**src/rtl/repairclk_pkg.sv**
```systemverilog
// repairclk_pkg
// Shared types and constants for the clock-repair pattern detector:
// lane-checker state encoding, lane bit positions in the result vector,
// and the default pattern/window geometry.
package repairclk_pkg;

   typedef enum logic [1:0] {
      HUNT  = 2'd0,
      BURST = 2'd1,
      LOW   = 2'd2
   } lane_state_e;

   localparam int RCKP      = 0;
   localparam int RCKN      = 1;
   localparam int RTRK      = 2;
   localparam int NUM_LANES = 3;

   localparam int DEF_TOGGLE_LEN    = 16;
   localparam int DEF_LOW_LEN       = 8;
   localparam int DEF_PASS_THRESH   = 16;
   localparam int DEF_WINDOW_CYCLES = 3200;

endpackage

```
**src/rtl/repairclk_lane_checker.sv**
```systemverilog
// repairclk_lane_checker
// Checks one received lane against the repair pattern: a burst of TOGGLE_LEN
// alternating samples starting with 1, followed by LOW_LEN zeros. Counts
// consecutive good iterations and latches a sticky pass flag once the count
// reaches PASS_THRESH.
//
// Ports
//   i_clk        clock
//   i_rst        synchronous active-high reset
//   i_detect_en  detection enabled; low holds the checker idle
//   i_run        enabled and window still open; low freezes the checker
//   i_clear_log  clears the run count and sticky flag
//   i_sample     one lane sample per clock
//   o_logged     sticky pass flag
//
// state | meaning
// ------+------------------------------------------------------------
// HUNT  | waiting for a 1 that follows a 0 (start of a burst)
// BURST | checking alternating samples, idx = expected burst index
// LOW   | checking the trailing zeros, idx = zeros seen so far
module repairclk_lane_checker
   import repairclk_pkg::*;
#(
   parameter int TOGGLE_LEN  = DEF_TOGGLE_LEN,
   parameter int LOW_LEN     = DEF_LOW_LEN,
   parameter int PASS_THRESH = DEF_PASS_THRESH
) (
   input  logic i_clk,
   input  logic i_rst,
   input  logic i_detect_en,
   input  logic i_run,
   input  logic i_clear_log,
   input  logic i_sample,
   output logic o_logged
);

   localparam int IDX_MAX = (TOGGLE_LEN > LOW_LEN) ? TOGGLE_LEN : LOW_LEN;
   localparam int IDX_W   = (IDX_MAX > 1) ? $clog2(IDX_MAX) : 1;
   localparam int CNT_W   = $clog2(PASS_THRESH + 1);

   localparam logic [IDX_W-1:0] IDX_ONE    = IDX_W'(1);
   localparam logic [IDX_W-1:0] BURST_LAST = IDX_W'(TOGGLE_LEN - 1);
   localparam logic [IDX_W-1:0] LOW_LAST   = IDX_W'(LOW_LEN - 1);
   localparam logic [CNT_W-1:0] CNT_SAT    = CNT_W'(PASS_THRESH);
   localparam logic [CNT_W-1:0] CNT_ONE    = CNT_W'(1);

   lane_state_e      state_q, state_d;
   logic [IDX_W-1:0] idx_q, idx_d;
   logic [CNT_W-1:0] cnt_q, cnt_d;
   logic             prev_q;
   logic             logged_q;
   logic             miss;
   logic             good;

   always_comb begin
      state_d = state_q;
      idx_d   = idx_q;
      cnt_d   = cnt_q;
      miss    = 1'b0;
      good    = 1'b0;
      case (state_q)
         HUNT: begin
            // the sample that starts a burst is index 0, so the next one is 1
            if (i_sample && !prev_q) begin
               state_d = BURST;
               idx_d   = IDX_ONE;
            end
         end
         BURST: begin
            if (i_sample == ~idx_q[0]) begin
               if (idx_q == BURST_LAST) begin
                  state_d = LOW;
                  idx_d   = '0;
               end else begin
                  idx_d = idx_q + IDX_ONE;
               end
            end else begin
               miss = 1'b1;
            end
         end
         LOW: begin
            if (!i_sample) begin
               if (idx_q == LOW_LAST) begin
                  // HUNT treats the next sample as burst index 0, since the
                  // previous sample is known to be 0
                  state_d = HUNT;
                  idx_d   = '0;
                  good    = 1'b1;
               end else begin
                  idx_d = idx_q + IDX_ONE;
               end
            end else begin
               miss = 1'b1;
            end
         end
         default: begin
            state_d = HUNT;
            idx_d   = '0;
         end
      endcase

      if (miss) begin
         cnt_d = '0;
         // a wrong 1 is taken as the start of a fresh burst
         if (i_sample) begin
            state_d = BURST;
            idx_d   = IDX_ONE;
         end else begin
            state_d = HUNT;
            idx_d   = '0;
         end
      end else if (good && (cnt_q != CNT_SAT)) begin
         cnt_d = cnt_q + CNT_ONE;
      end
   end

   always_ff @(posedge i_clk) begin
      if (i_rst) begin
         state_q  <= HUNT;
         idx_q    <= '0;
         cnt_q    <= '0;
         prev_q   <= 1'b0;
         logged_q <= 1'b0;
      end else begin
         if (!i_detect_en) begin
            state_q <= HUNT;
            idx_q   <= '0;
            cnt_q   <= '0;
            prev_q  <= 1'b0;
         end else if (i_run) begin
            state_q <= state_d;
            idx_q   <= idx_d;
            cnt_q   <= cnt_d;
            prev_q  <= i_sample;
         end
         if (i_clear_log) begin
            cnt_q <= '0;
         end
         // clear beats a pass landing in the same cycle
         if (i_clear_log) begin
            logged_q <= 1'b0;
         end else if (i_run && (cnt_q == CNT_SAT)) begin
            logged_q <= 1'b1;
         end
      end
   end

   assign o_logged = logged_q;

endmodule

```
**src/rtl/repairclk_detector.sv**
```systemverilog
// repairclk_detector
// Detects the clock-repair pattern on the RCKP, RCKN and RTRK lanes during a
// fixed detection window and reports a sticky pass flag per lane.
//
// Ports
//   i_clk             clock
//   i_rst             synchronous active-high reset
//   i_detect_en       level, high while the repair pattern is expected
//   i_clear_log       one-cycle pulse, clears results and run counts
//   i_rckp/rckn/rtrk  one sample per clock per lane
//   o_logged_results  sticky pass flags {RTRK, RCKN, RCKP}
//   o_detect_done     window expired, held until i_detect_en falls
module repairclk_detector
   import repairclk_pkg::*;
#(
   parameter int TOGGLE_LEN    = DEF_TOGGLE_LEN,
   parameter int LOW_LEN       = DEF_LOW_LEN,
   parameter int PASS_THRESH   = DEF_PASS_THRESH,
   parameter int WINDOW_CYCLES = DEF_WINDOW_CYCLES
) (
   input  logic       i_clk,
   input  logic       i_rst,
   input  logic       i_detect_en,
   input  logic       i_clear_log,
   input  logic       i_rckp,
   input  logic       i_rckn,
   input  logic       i_rtrk,
   output logic [2:0] o_logged_results,
   output logic       o_detect_done
);

   localparam int WIN_W = (WINDOW_CYCLES > 1) ? $clog2(WINDOW_CYCLES) : 1;
   localparam logic [WIN_W-1:0] WIN_LAST = WIN_W'(WINDOW_CYCLES - 1);
   localparam logic [WIN_W-1:0] WIN_ONE  = WIN_W'(1);

   logic [WIN_W-1:0]     win_cnt_q;
   logic                 done_q;
   logic                 run;
   logic [NUM_LANES-1:0] lane_sample;
   logic [NUM_LANES-1:0] lane_logged;

   // count is 0 on the first enabled cycle; it parks at the last value once done
   always_ff @(posedge i_clk) begin
      if (i_rst || !i_detect_en) begin
         win_cnt_q <= '0;
         done_q    <= 1'b0;
      end else if (!done_q) begin
         if (win_cnt_q == WIN_LAST) begin
            done_q <= 1'b1;
         end else begin
            win_cnt_q <= win_cnt_q + WIN_ONE;
         end
      end
   end

   assign run = i_detect_en & ~done_q;

   assign lane_sample[RCKP] = i_rckp;
   assign lane_sample[RCKN] = i_rckn;
   assign lane_sample[RTRK] = i_rtrk;

   for (genvar g = 0; g < NUM_LANES; g++) begin : g_lane
      repairclk_lane_checker #(
         .TOGGLE_LEN  (TOGGLE_LEN),
         .LOW_LEN     (LOW_LEN),
         .PASS_THRESH (PASS_THRESH)
      ) u_lane (
         .i_clk       (i_clk),
         .i_rst       (i_rst),
         .i_detect_en (i_detect_en),
         .i_run       (run),
         .i_clear_log (i_clear_log),
         .i_sample    (lane_sample[g]),
         .o_logged    (lane_logged[g])
      );
   end

   assign o_logged_results = lane_logged;
   assign o_detect_done    = done_q;

endmodule

```
**config.mk**
```make
export PLATFORM = sky130hd
export DESIGN_NAME = repairclk_detector
export DESIGN_NICKNAME = d
export VERILOG_FILES = /design/src/rtl/repairclk_pkg.sv /design/src/rtl/repairclk_lane_checker.sv /design/src/rtl/repairclk_detector.sv
export SDC_FILE = /design/constraint.sdc
export NUM_CORES = 1
export LEC_CHECK = 0
export BUFFER_PORTS_ARGS = -buffer_cell sky130_fd_sc_hd__buf_2
export CORE_MARGIN = 4
export CORE_UTILIZATION = 40
export CTS_BUF_LIST = sky130_fd_sc_hd__clkbuf_8 sky130_fd_sc_hd__clkbuf_16
export DETAILED_ROUTE_END_ITERATION = 8
export PLACE_DENSITY_LB_ADDON = 0.3
export SETUP_SLACK_MARGIN = 0.3
export SLEW_MARGIN = 30
export SYNTH_ARGS = -nofsm -noshare
export SYNTH_HDL_FRONTEND = slang
export SYNTH_HIERARCHICAL = 1
export SYNTH_SLANG_ARGS = --single-unit
```
**constraint.sdc**
```tcl
create_clock -name i_clk -period 1.9 [get_ports i_clk]
set_clock_uncertainty 0.1 [all_clocks]
set_input_delay 0.095 -clock i_clk [delete_from_list [all_inputs] [get_ports i_clk]]
set_output_delay 0.095 -clock i_clk [all_outputs]
set_load 0.05 [all_outputs]
```
Yosys cells after proc, flatten, opt, wreduce, memory -nomap -nowiden
Index checks and enable logic that the tools add are counted. Widths: inputs -> output; s select.

Flip-flop bits (word level): 52. Input bits: 7. Logic and storage cells: 175.

Reduce and logical (&&, ||, !) cells: 33. Add/subtract/negate cells: 7. Bitwise gates (word level): 7. Equality and inequality tests: 37. Multiplexer cells: 74.

Operators with widths (count): $mux 4 (18); $mux 2 (18); $ne 3x1->1 const B (12); $pmux 4 s3 (3); $mux 5 (6); $mux 1 (23); $pmux 2 s3 (3); $reduce_and 6->1 (3); $add 5x1->5 const B (3); $eq 5x5->1 const B (3); $ne 5x5->1 const B (3); $add 12x1->12 const B (1); $add 4x1->4 const B (3); $eq 12x12->1 const B (1); $eq 4x3->1 const B (3); $eq 4x4->1 const B (3); $reduce_and 4->1 (3); $logic_and 1x1->1 (9); $ne 3x2->1 const B (3); $reduce_and 2->1 (4); $eq 2x1->1 const B (3); $eq 2x2->1 const B (3); $logic_not 2->1 (3); $not 1->1 (6); other kinds (8) (18).

Longest topological paths before layout
Gate-level depths: netlist of run 1.

Depth in word-level cells: 7. Gate-level depth with buffers: 8. Gate-level depth less buffers: 7.

Cells and area by module
The synthesis of run 1 kept the hierarchy.

Modules (own cells, without submodules): repairclk_lane_checker (g_lane[0].u_lane ...) (cells each 106, sequential area each 260.2 sq um, times used 2, area each 920.9 sq um); repairclk_lane_checker (g_lane[2].u_lane) (cells each 103, sequential area each 260.2 sq um, times used 1, area each 940.9 sq um); repairclk_detector (cells each 73, sequential area each 260.2 sq um, times used 1, area each 681.9 sq um).

Worst setup path before layout of run 1
Ideal clock, no wire load.

Kind: register to register. Start: register done_q (netlist: o_detect_done). End: register g_lane[2].u_lane.idx_q[3]. Data required time: 1.712 ns. Period minus slack after synthesis: 1.980 ns. Buffers on the path: 2. Slack: -0.080 ns. Stages on the path, launching flop included: 6. Setup time: 0.088 ns. Data arrival time: 1.792 ns. Path through: dfxtp_1 > nor2b_1 > buf_6 > buf_2 > nand3_1 > o32ai_2.

Word-level cells in the longest chain between the ends: 3.

RTL lines: start, declared (line repairclk_detector.sv:37) `logic done_q;`; start signal, assigned (line repairclk_detector.sv:46) `done_q <= 1'b0;`; start signal, assigned (line repairclk_detector.sv:49) `done_q <= 1'b1;`; $not 1->1 (no line); $and 1x1->1 (line repairclk_detector.sv:56) `assign run = i_detect_en & ~done_q;`; via run (line repairclk_detector.sv:38) `logic run;`; $reduce_and 4->1 (no line); end signal, assigned (line repairclk_lane_checker.sv:132) `idx_q <= idx_d;`; end, declared (line repairclk_lane_checker.sv:48) `logic [IDX_W-1:0] idx_q, idx_d;`.

The timed path passes the listed nets, and every way through them passes these cells. A chain may end at the register's enable or synchronous reset.

Worst setup path in the final report of run 1
Start: register g_lane[1].u_lane.state_q[1]. End: register g_lane[1].u_lane.state_q[0].

Word-level cells in the longest chain between the ends: 4. Elaborated cells on any way between the ends: 12. Those cells by class: 7 x eq/ne; 3 x mux; 2 x reduce/logical.

RTL lines: start, declared (line repairclk_lane_checker.sv:47) `lane_state_e state_q, state_d;`; start signal, assigned (line repairclk_lane_checker.sv:131) `state_q <= state_d;`; $eq 2x2->1 or $eq 2x1->1 (tied branches) (line repairclk_lane_checker.sv:61) `case (state_q)`; $pmux 1 s2 (line repairclk_lane_checker.sv:61); $ne 3x1->1 (no line) or $ne 3x2->1 (tied branches); $reduce_and 6->1 (no line).

Several ways; a longest one is shown, not always the timed one.

==> reports/metrics.cfg, run 1 <==
[route]
drt-total-wl_um=9081
dr.pass1.iters=4
wire_per_inst_um=16.07
antenna_left=0
drtIter0Drc=102
vias=3218
drcViolationCount=0
routed_via_density=5.696

[global_route]
busiest_layer=met2
grt_pass1_wl_um=14880
grt_max_degree=18
grt_util_met2_pct=31.44
use_met3_pct=2.630
grt-ovfl-total=0
antenna_found_initial=0
grt_util_all_layers_pct=17.49
met1_usage_pct=21.40
first_global_vias=3226

[logic_synthesis]
seq_area_frac_synth_pct=30.05
synth_area_leaders=dfxtp_1, ha_1, nor2_1
synthDistinctLibCells=67
async_reset_ff_share_pct=0
synth_top_flop_cell=dfxtp_1
postSynthAreaPerCell_um2=8.929
syn_inst=388
ys_warn_count=6
synth_edf_count=0
syn_area_mm2=0.003465
ys_ff_latch=52
netlist.area_leader.share_pct=30.05
yosysTopAreaCell=dfxtp_1
syn_nets=417

[cts]
cts_buffer_depth=2
clk_pin_slew_ps=100
insertion_delay_ps=300
cts_tree=built
numCtsBuffers=5
htreeDepth=2
postCtsHoldBufs=0
root_buffer=clkbuf_8
clock-sinks=52

[setup_path]
crit_path_max_fanout=5
reg2reg_depth=8
endpoint_kind=register
rrSetupSlack_ps=-1
crit_required_ps=2000
path_class=register to register
cp-start-kind=register
reg2reg_to=g_lane[1].u_lane/state_q[0]
r2r-start=g_lane[1].u_lane/state_q[1]
crit_arrival_ps=2000

[worst_hold_path]
holdPathStages=2
holdCritPathClass=primary input to register
hp-start=i_rst
hold_path_end=g_lane[2].u_lane/o_logged

[sta]
final.min_clock_period_ps=1901
setup_ws_ps=-1.187
hold_viol_final=0
period_share_pct=100.1
grt_setup_unrepaired=yes
max_freq_mhz=526.0
slew_headroom_pct=60.59
setup_tns_ps=-1.187
worstMarginPinSlew_ps=591.2
slew_violations=0
finalSetupViolCount=1

[floorplan]
core_mm2=0.008341
design.portCount=11
dieArea_mm2=0.01021
die_w_um=101.1
die_h_um=101.1
rows=33
start_util_pct=41.54

[place]
gp_congestion=0.8175
io_buffer_count=10
hpwlAfterDp_um=5722
place_area_mm2=0.004019
placed_cells=513

[final_layout]
nets=488
n_antenna_cell=0
final_common_cell=buf_4
fin_cells=565
utilization_pct=59.44
fin_area_mm2=0.004957
layout_common_cells=buf_4, nor2_1, dfxtp_1
drive_gt1_share_pct=49.35
area_delta_synth_final_pct=43.08

[pwr]
clkPwrFrac_pct=33.8
p_sw_share_pct=26.81
p_sw_mw=0.6045
power_frac_seq_pct=48.9
power_density_mw_per_mm2=454.9
ir_worst_vdd_mv=0.3423
p_int_mw=1.650
p_leak_nw=1.820
combPwrFrac_pct=17.3
power_mw=2.255

[status]
violations=negative setup slack
status=finished, violations left

[job]
maxCapViolCount=0

[how the worst max path moves through the flow]
stage,from,endpoint,slack [ps],depth (start not counted)
2_1_floorplan,g_lane[2].u_lane/state_q[1],g_lane[2].u_lane/idx_q[3],100,7
3_3_place_gp,g_lane[2].u_lane/state_q[1],g_lane[2].u_lane/idx_q[3],40,7
3_5_place_dp,g_lane[2].u_lane/state_q[1],g_lane[2].u_lane/idx_q[3],-7,7
4_1_cts,g_lane[2].u_lane/state_q[0],g_lane[2].u_lane/idx_q[3],20,7
5_1_grt,g_lane[2].u_lane/state_q[1],g_lane[2].u_lane/idx_q[3],-70,7
6_report,g_lane[1].u_lane/state_q[1],g_lane[1].u_lane/state_q[0],-1,8
[worst max-delay path, cell delays in order, from the launching register on]
cell and delay (ps):
dfxtp_4 380, inv_4 50, ha_4 170, buf_6 120, mux2_4 280, o22ai_4 150
a31o_4 210, nand2_4 60, o41ai_4 280
[state kept, by name, summed over array words and instances, names as in the netlist]
signal,flops
g_lane.u_lane/idx_q,12
g_lane.u_lane/cnt_q,15
win_cnt_q,12
g_lane.u_lane/prev_q,3
o_detect_done,1
g_lane.u_lane/state_q,6
g_lane.u_lane/o_logged,3
[power groups by stage]
stage / Combinational [mW] / Sequential (mW) / Clock (mW)
3_3_place_gp: 0.300 / 1.14 / 0
3_5_place_dp: 0.305 / 1.14 / 0
2_1_floorplan: 0.227 / 1.14 / 0
6_report: 0.391 / 1.10 / 0.762
4_1_cts: 0.344 / 1.10 / 0.784
5_1_grt: 0.418 / 1.10 / 0.833
[metrics by stage]
| step | worst slack (ps) | hold WS, ps |
|---|---|---|
| 6_report | -1.187 | 32.63 |
| 5_1_grt | -68.87 | 42.48 |
| 4_1_cts | 17.47 | 21.98 |
| 3_5_place_dp | -6.978 | 350.3 |
| 3_3_place_gp | 38.69 | 337.5 |
| 2_1_floorplan | 98.05 | 66.84 |
[what timing repair did]
item                       4_1_cts  5_1_grt
gates resized for setup         68       51
pin swaps                       37       36
setup endpoints to repair       41       36
setup buffers                   31       13
[Yosys cell counts, drive strengths merged, types with 2 or more instances]
cell type / n
dfxtp: 52
and4bb: 3
nand2: 28
inv: 19
a211oi: 13
buf: 9
mux2: 3
o211ai: 7
a311oi: 2
nand4: 9
nand3b: 7
a22oi: 3
a21oi: 25
and4: 3
ha: 22
and2: 3
or4: 2
clkbuf: 2
nor3b: 5
a21o: 6
nor2: 34
mux2i: 9
a2111oi: 2
o41ai: 3
o2bb2ai: 3
nor3: 13
o21a: 2
nand2b: 8
nor4: 6
nor2b: 10
nand3: 6
xnor2: 5
a31o: 4
and3: 8
o21ai: 19
o22ai: 4
xor2: 9
a211o: 6
[cell families (layout without fill, tap and decap cells)]
| logic type | count (synthesis) | after routing | synth area share, % |
|---|---|---|---|
| XOR/XNOR | 14 | 14 | 3.539 |
| AO/OA/AOI/OAI | 108 | 108 | 23.73 |
| flip-flops | 52 | 52 | 30.05 |
| adder cells (fa/ha/maj) | 22 | 22 | 7.945 |
| multiplexers | 12 | 12 | 3.575 |
| AND/OR/NAND/NOR | 150 | 150 | 26.80 |
| buffers and inverters | 30 | 102 | 4.370 |
[final cells by class]
class	count	area [um^2]
Sequential cell	52	1101
Clock buffer	5	68.82
Timing Repair Buffer	75	601.8
Multi-Input combinational cell	306	2927
Tap cell	105	131.4
Clock inverter	3	38.79
Fill cell	658	3383
Inverter	19	88.84
[layer usage]
metal | share of wire [%] | wire length (um)
met4 | 0.89 | 81
met3 | 2.3 | 210
met2 | 53 | 4799
met5 | 0 | 0
met1 | 44 | 3989
(Power assumes the default switching activity.)
==> run 2, diff against run 1 <==
clock period = 2.2 ns   (was 1.9 ns; I/O delays follow)
==> reports/metrics.cfg, run 2 (synthesis results as in run 1) <==
[status]
status=finished clean

[final_layout]
seq_area_mm2=0.001075  ; -2.4%
fin_cells=530  ; -6.2%
n_antenna_cell=0  ; unchanged
largest_reg_flops=15  ; unchanged
max_flop_register=g_lane.u_lane/cnt_q
drive_gt1_share_pct=34.82  ; -15 points
layout_common_cells=dfxtp_1, nor2_1, nand2_1
multi_input_area_mm2=0.002636  ; -9.9%
area_delta_synth_final_pct=24.85
top_regs=g_lane.u_lane/cnt_q (15), g_lane.u_lane/idx_q (12), win_cnt_q (12)
final_common_cell=dfxtp_1
filler_cell_count=770  ; +17%
nets=453  ; -7.2%

[global_route]
grt-ovfl-total=0  ; unchanged
grt_util_all_layers_pct=15.08  ; -2.4 points
first_global_vias=2790  ; -14%
grt_pass1_wl_um=12870  ; -13%
grt_max_degree=31  ; +13
antenna_found_initial=0  ; unchanged

[route]
drcViolationCount=0  ; unchanged
antenna_left=0  ; unchanged
dr.pass1.iters=4  ; unchanged
vias=2992  ; -7.0%
wire_per_inst_um=15.26  ; -5.1%
drtIter0Drc=83  ; -19%
drt-total-wl_um=8087  ; -11%
routed_via_density=5.645  ; -0.88%

[place]
io_buffer_count=10  ; unchanged
gp_congestion=0.8976  ; +9.8%
placed_cells=499  ; -2.7%
hpwlAfterDp_um=5115  ; -11%

[setup_path]
critPathTopFamily=compound AO/OA/AOI/OAI gates
crit_arrival_ps=2040  ; +40 ps
cp.depth=7  ; -1
crit_required_ps=2330  ; +330 ps
slowest_stage=dfxtp_4
reg2reg_depth=7  ; -1
critPathBufInv=1  ; -1
path_cells=inv_4 -> ha_4 -> nor3b_4 -> o21a_1 -> or3_4 -> o311a_1 -> o32ai_2
cpPeakStageDelay_ps=400  ; +20 ps
cp-start-kind=register
path_class=register to register
endpoint_kind=register
crit_path_max_fanout=5  ; unchanged

[sta]
setup_tns_ps=0  ; +1.187 ps
hold_viol_final=0  ; unchanged
final.min_clock_period_ps=1904  ; +3.082 ps
slew_violations=0  ; unchanged
finalSetupViolCount=0  ; -1
period_share_pct=86.56  ; -14 points
max_freq_mhz=525.1  ; -0.16%
worstMarginPinSlew_ps=696.2  ; +105.0 ps
slew_headroom_pct=53.38  ; -7.2 points
grt_setup_unrepaired=yes

[job]
maxCapViolCount=0  ; unchanged

[floorplan]
die_h_um=101.1  ; unchanged
rows=33  ; unchanged
die_w_um=101.1  ; unchanged
design.portCount=11  ; unchanged
start_util_pct=41.54  ; unchanged
core_mm2=0.008341  ; unchanged
dieArea_mm2=0.01021  ; unchanged

[pwr]
ir_worst_vdd_mv=0.2526  ; -26%
power_frac_seq_pct=52.6  ; +3.7 points
power_density_mw_per_mm2=422.9  ; -7.0%
combPwrFrac_pct=14.9  ; -2.4 points
power_mw=1.829  ; -19%
p_sw_share_pct=27.79  ; +0.98 points
clkPwrFrac_pct=32.6  ; -1.2 points
p_int_mw=1.321  ; -20%
p_leak_nw=1.558  ; -14%
p_sw_mw=0.5083  ; -16%

[cts]
postCtsHoldBufs=0  ; unchanged
numCtsBuffers=5  ; unchanged
cts_tree=built
htreeDepth=2  ; unchanged
clk_pin_slew_ps=100  ; about the same
insertion_delay_ps=310  ; about the same
root_buffer=clkbuf_8
cts_buffer_depth=2  ; unchanged
clock-sinks=52  ; unchanged

[worst_hold_path]
holdPathStages=2  ; unchanged
holdCritPathClass=primary input to register

run 2: cell count changes in the layout (fill, tap and decap cells not counted), sizes merged:
cell,previous run,this run
buf,75,39
bufinv,1,0
clkbuf,5,6
nor2b,10,11
run 2: power by group through the flow:
stage          clock network (mW)  registers (mW)  logic [mW]
2_1_floorplan                   0           0.981       0.154
3_5_place_dp                    0           0.984       0.204
5_1_grt                     0.650           0.964       0.293
4_1_cts                     0.618           0.964       0.229
3_3_place_gp                    0           0.983       0.203
6_report                    0.596           0.962       0.272
run 2: path summary, 6_finish.rpt:
path,from,endpoint,slack (ps)
max,g_lane[2].u_lane/state_q[1],g_lane[2].u_lane/idx_q[3],300
min,i_rst,g_lane[1].u_lane/o_logged,40
max reg2reg,g_lane[2].u_lane/state_q[1],g_lane[2].u_lane/idx_q[3],300
min reg2reg,g_lane[0].u_lane/idx_q[2],g_lane[0].u_lane/idx_q[2],400
run 2: worst register-to-register path, cell delays in order (launching register included):
cell	delay, ps
dfxtp_4	400
inv_4	50
ha_4	170
nor3b_4	170
o21a_1	200
or3_4	330
o311a_1	310
o32ai_2	80
run 2: layer usage:
layer  routed length (um)  vias to the layer above  global-route usage, %
li1                     -                     1507                      -
met1                 3797                     1434                  20.20
met2                 3998                       47                  25.40
met3                  238                        4                  2.422
met4                   52                        0                  3.374
met5                    0                        -                      0
run 2: stage by stage:
step	instance area, um^2	hold WS (ps)	utilization [%]	worst slack (ps)
detailed placement	3631	377.5	43.53	129.2
finish	4325	40.59	51.86	295.7
CTS	3960	39.92	47.48	287.2
floorplan	3472	86.79	-	301.3
global route	4325	60.86	51.86	186.3
global placement	3631	361.5	43.53	179.9
run 2: final cells by class:
type | instances | share of cell area (%)
multi-input combinational | 307 | 60.95
sequential | 52 | 24.85
timing repair buffer | 39 | 7.000
tap | 105 | 3.037
inverter | 19 | 1.938
clock buffer | 6 | 1.909
clock inverter | 2 | 0.3182
run 2: timing repair:
item / in CTS / in global routing
endpoints found under the setup margin: 25 / 32
buffers inserted: 5 / 16
pin swaps: 7 / 37
cloned: 0 / 2
resized for setup: 42 / 58
==> run 3, diff against run 2 <==
==> constraint.sdc (replaced) <==
create_clock -name i_clk -period 2.2 [get_ports i_clk]
set_clock_uncertainty 0.1 [all_clocks]
set_input_delay 0.33 -clock i_clk [delete_from_list [all_inputs] [get_ports i_clk]]
set_output_delay 0.33 -clock i_clk [all_outputs]
set_load 0.05 [all_outputs]
==> reports/metrics.cfg, run 3 (synthesis results as in run 1) <==
[sta]
worstMarginPinSlew_ps=500.2  ; -196.0 ps
max_freq_mhz=512.6  ; -2.4%
slew_headroom_pct=66.65  ; +13 points
final.min_clock_period_ps=1951  ; +46.40 ps
slew_violations=0  ; unchanged
hold_viol_final=0  ; unchanged
period_share_pct=88.67  ; +2.1 points
finalSetupViolCount=0  ; unchanged
grt_setup_unrepaired=yes
setup_tns_ps=0  ; unchanged

[final_layout]
largest_reg_flops=15  ; unchanged
n_antenna_cell=0  ; unchanged
filler_cell_count=782  ; +1.6%
area_delta_synth_final_pct=19.94
nets=444  ; -2.0%
final_common_cell=dfxtp_1
drive_gt1_share_pct=32.69  ; -2.1 points
top_regs=g_lane.u_lane/cnt_q (15), g_lane.u_lane/idx_q (12), win_cnt_q (12)
layout_common_cells=dfxtp_1, nor2_1, nand2_1
max_flop_register=g_lane.u_lane/cnt_q
fin_cells=521  ; -1.7%

[route]
routed_via_density=5.750  ; +1.9%
wire_per_inst_um=14.98  ; -1.8%
drtIter0Drc=96  ; +16%
vias=2996  ; +0.13%
drcViolationCount=0  ; unchanged
drt-total-wl_um=7804  ; -3.5%
dr.pass1.iters=4  ; unchanged
antenna_left=0  ; unchanged

[cts]
insertion_delay_ps=300  ; about the same
htreeDepth=2  ; unchanged
clock-sinks=52  ; unchanged
cts_tree=built
root_buffer=clkbuf_8
clk_pin_slew_ps=100  ; about the same
cts_buffer_depth=2  ; unchanged
postCtsHoldBufs=0  ; unchanged
numCtsBuffers=5  ; unchanged

[setup_path]
crit_path_max_fanout=7  ; +2
crit_arrival_ps=2080  ; +40 ps
crit_required_ps=2330  ; about the same
path_class=register to register
endpoint_kind=register
cp-start-kind=register

[floorplan]
design.portCount=11  ; unchanged
dieArea_mm2=0.01021  ; unchanged
core_mm2=0.008341  ; unchanged
die_h_um=101.1  ; unchanged
start_util_pct=41.54  ; unchanged
rows=33  ; unchanged
die_w_um=101.1  ; unchanged

[global_route]
grt_pass1_wl_um=13010  ; +1.1%
grt-ovfl-total=0  ; unchanged
first_global_vias=2878  ; +3.2%
grt_util_all_layers_pct=15.05  ; -0.035 points
antenna_found_initial=0  ; unchanged
grt_max_degree=48  ; +55%

[place]
placed_cells=498  ; -0.20%
io_buffer_count=10  ; unchanged
gp_congestion=0.8768  ; -2.3%
hpwlAfterDp_um=5132  ; +0.34%

[pwr]
power_density_mw_per_mm2=427.4  ; +1.1%
ir_worst_vdd_mv=0.2857  ; +13%
p_leak_nw=1.486  ; -4.6%

[job]
maxCapViolCount=0  ; unchanged

[status]
status=finished clean

[worst_hold_path]
holdCritPathClass=primary input to register

## run 3: cell count changes in the layout (fill, tap and decap cells not counted), moves of 3 or more
cell and change:
inv_4 -4, a21o_4 -3, inv_2 +3, a21o_2 +3
buf_4 -4, buf_6 -4
## run 3: routing by layer
layer  vias up  part of all wire, %  global-route usage [%]
met4         0                 0.87                   3.170
met3         6                  3.7                   2.422
met2        58                   50                   26.21
li1       1491                    -                       -
met5         -                    0                       0
met1      1441                   46                   19.50
## run 3: final timing paths
| path | start | depth (start not counted) | endpoint | slack [ps] |
|---|---|---|---|---|
| max | g_lane[2].u_lane/state_q[1] | 7 | g_lane[2].u_lane/idx_q[3] | 250 |
| min | i_rst | 2 | g_lane[1].u_lane/o_logged | 250 |
| max reg2reg | g_lane[2].u_lane/state_q[1] | 7 | g_lane[2].u_lane/idx_q[3] | 250 |
| min reg2reg | g_lane[0].u_lane/idx_q[2] | 2 | g_lane[0].u_lane/idx_q[2] | 390 |
## run 3: layout make-up
class	count	area, um^2	area share (%)
multi-input cells	306	2560	61.61
flip-flops and latches	52	1072	25.81
repair buffers	31	227.7	5.480
well taps	105	131.4	3.162
inverters	19	73.82	1.777
clock buffers	5	68.82	1.656
clock inverters	3	21.27	0.5119
## run 3: where the power goes
group	leakage, nW	internal [mW]	switching (mW)	total (mW)
Combinational	1.01	0.107	0.148	0.255
Sequential	0.428	0.946	0.0156	0.961
Clock	0.0445	0.227	0.333	0.560
## run 3: metrics by stage
| stage | worst slack [ps] | hold WS (ps) | power [mW] | util (%) | area, um^2 |
|---|---|---|---|---|---|
| 2_1_floorplan | 301.3 | 306.8 | 1.135 | - | 3472 |
| 3_3_place_gp | 179.6 | 382.6 | 1.186 | 43.59 | 3636 |
| 3_5_place_dp | 130.3 | 385.9 | 1.189 | 43.59 | 3636 |
| 4_1_cts | 297.0 | 253.9 | 1.785 | 47.06 | 3925 |
| 5_1_grt | 189.5 | 276.4 | 1.863 | 49.82 | 4155 |
| 6_report | 249.3 | 250.7 | 1.776 | 49.82 | 4155 |
## run 3: timing repair
item	CTS	global route
buffers inserted	5	10
resized for setup	34	42
endpoints found under the setup margin	27	33
pin swaps	6	16
## run 3: critical path, stage by stage (launching register included)
cell	delay, ps
dfxtp_2	340
buf_4	140
ha_4	180
o21a_1	180
o21a_1	210
or3_4	340
o311a_1	300
o32ai_2	80
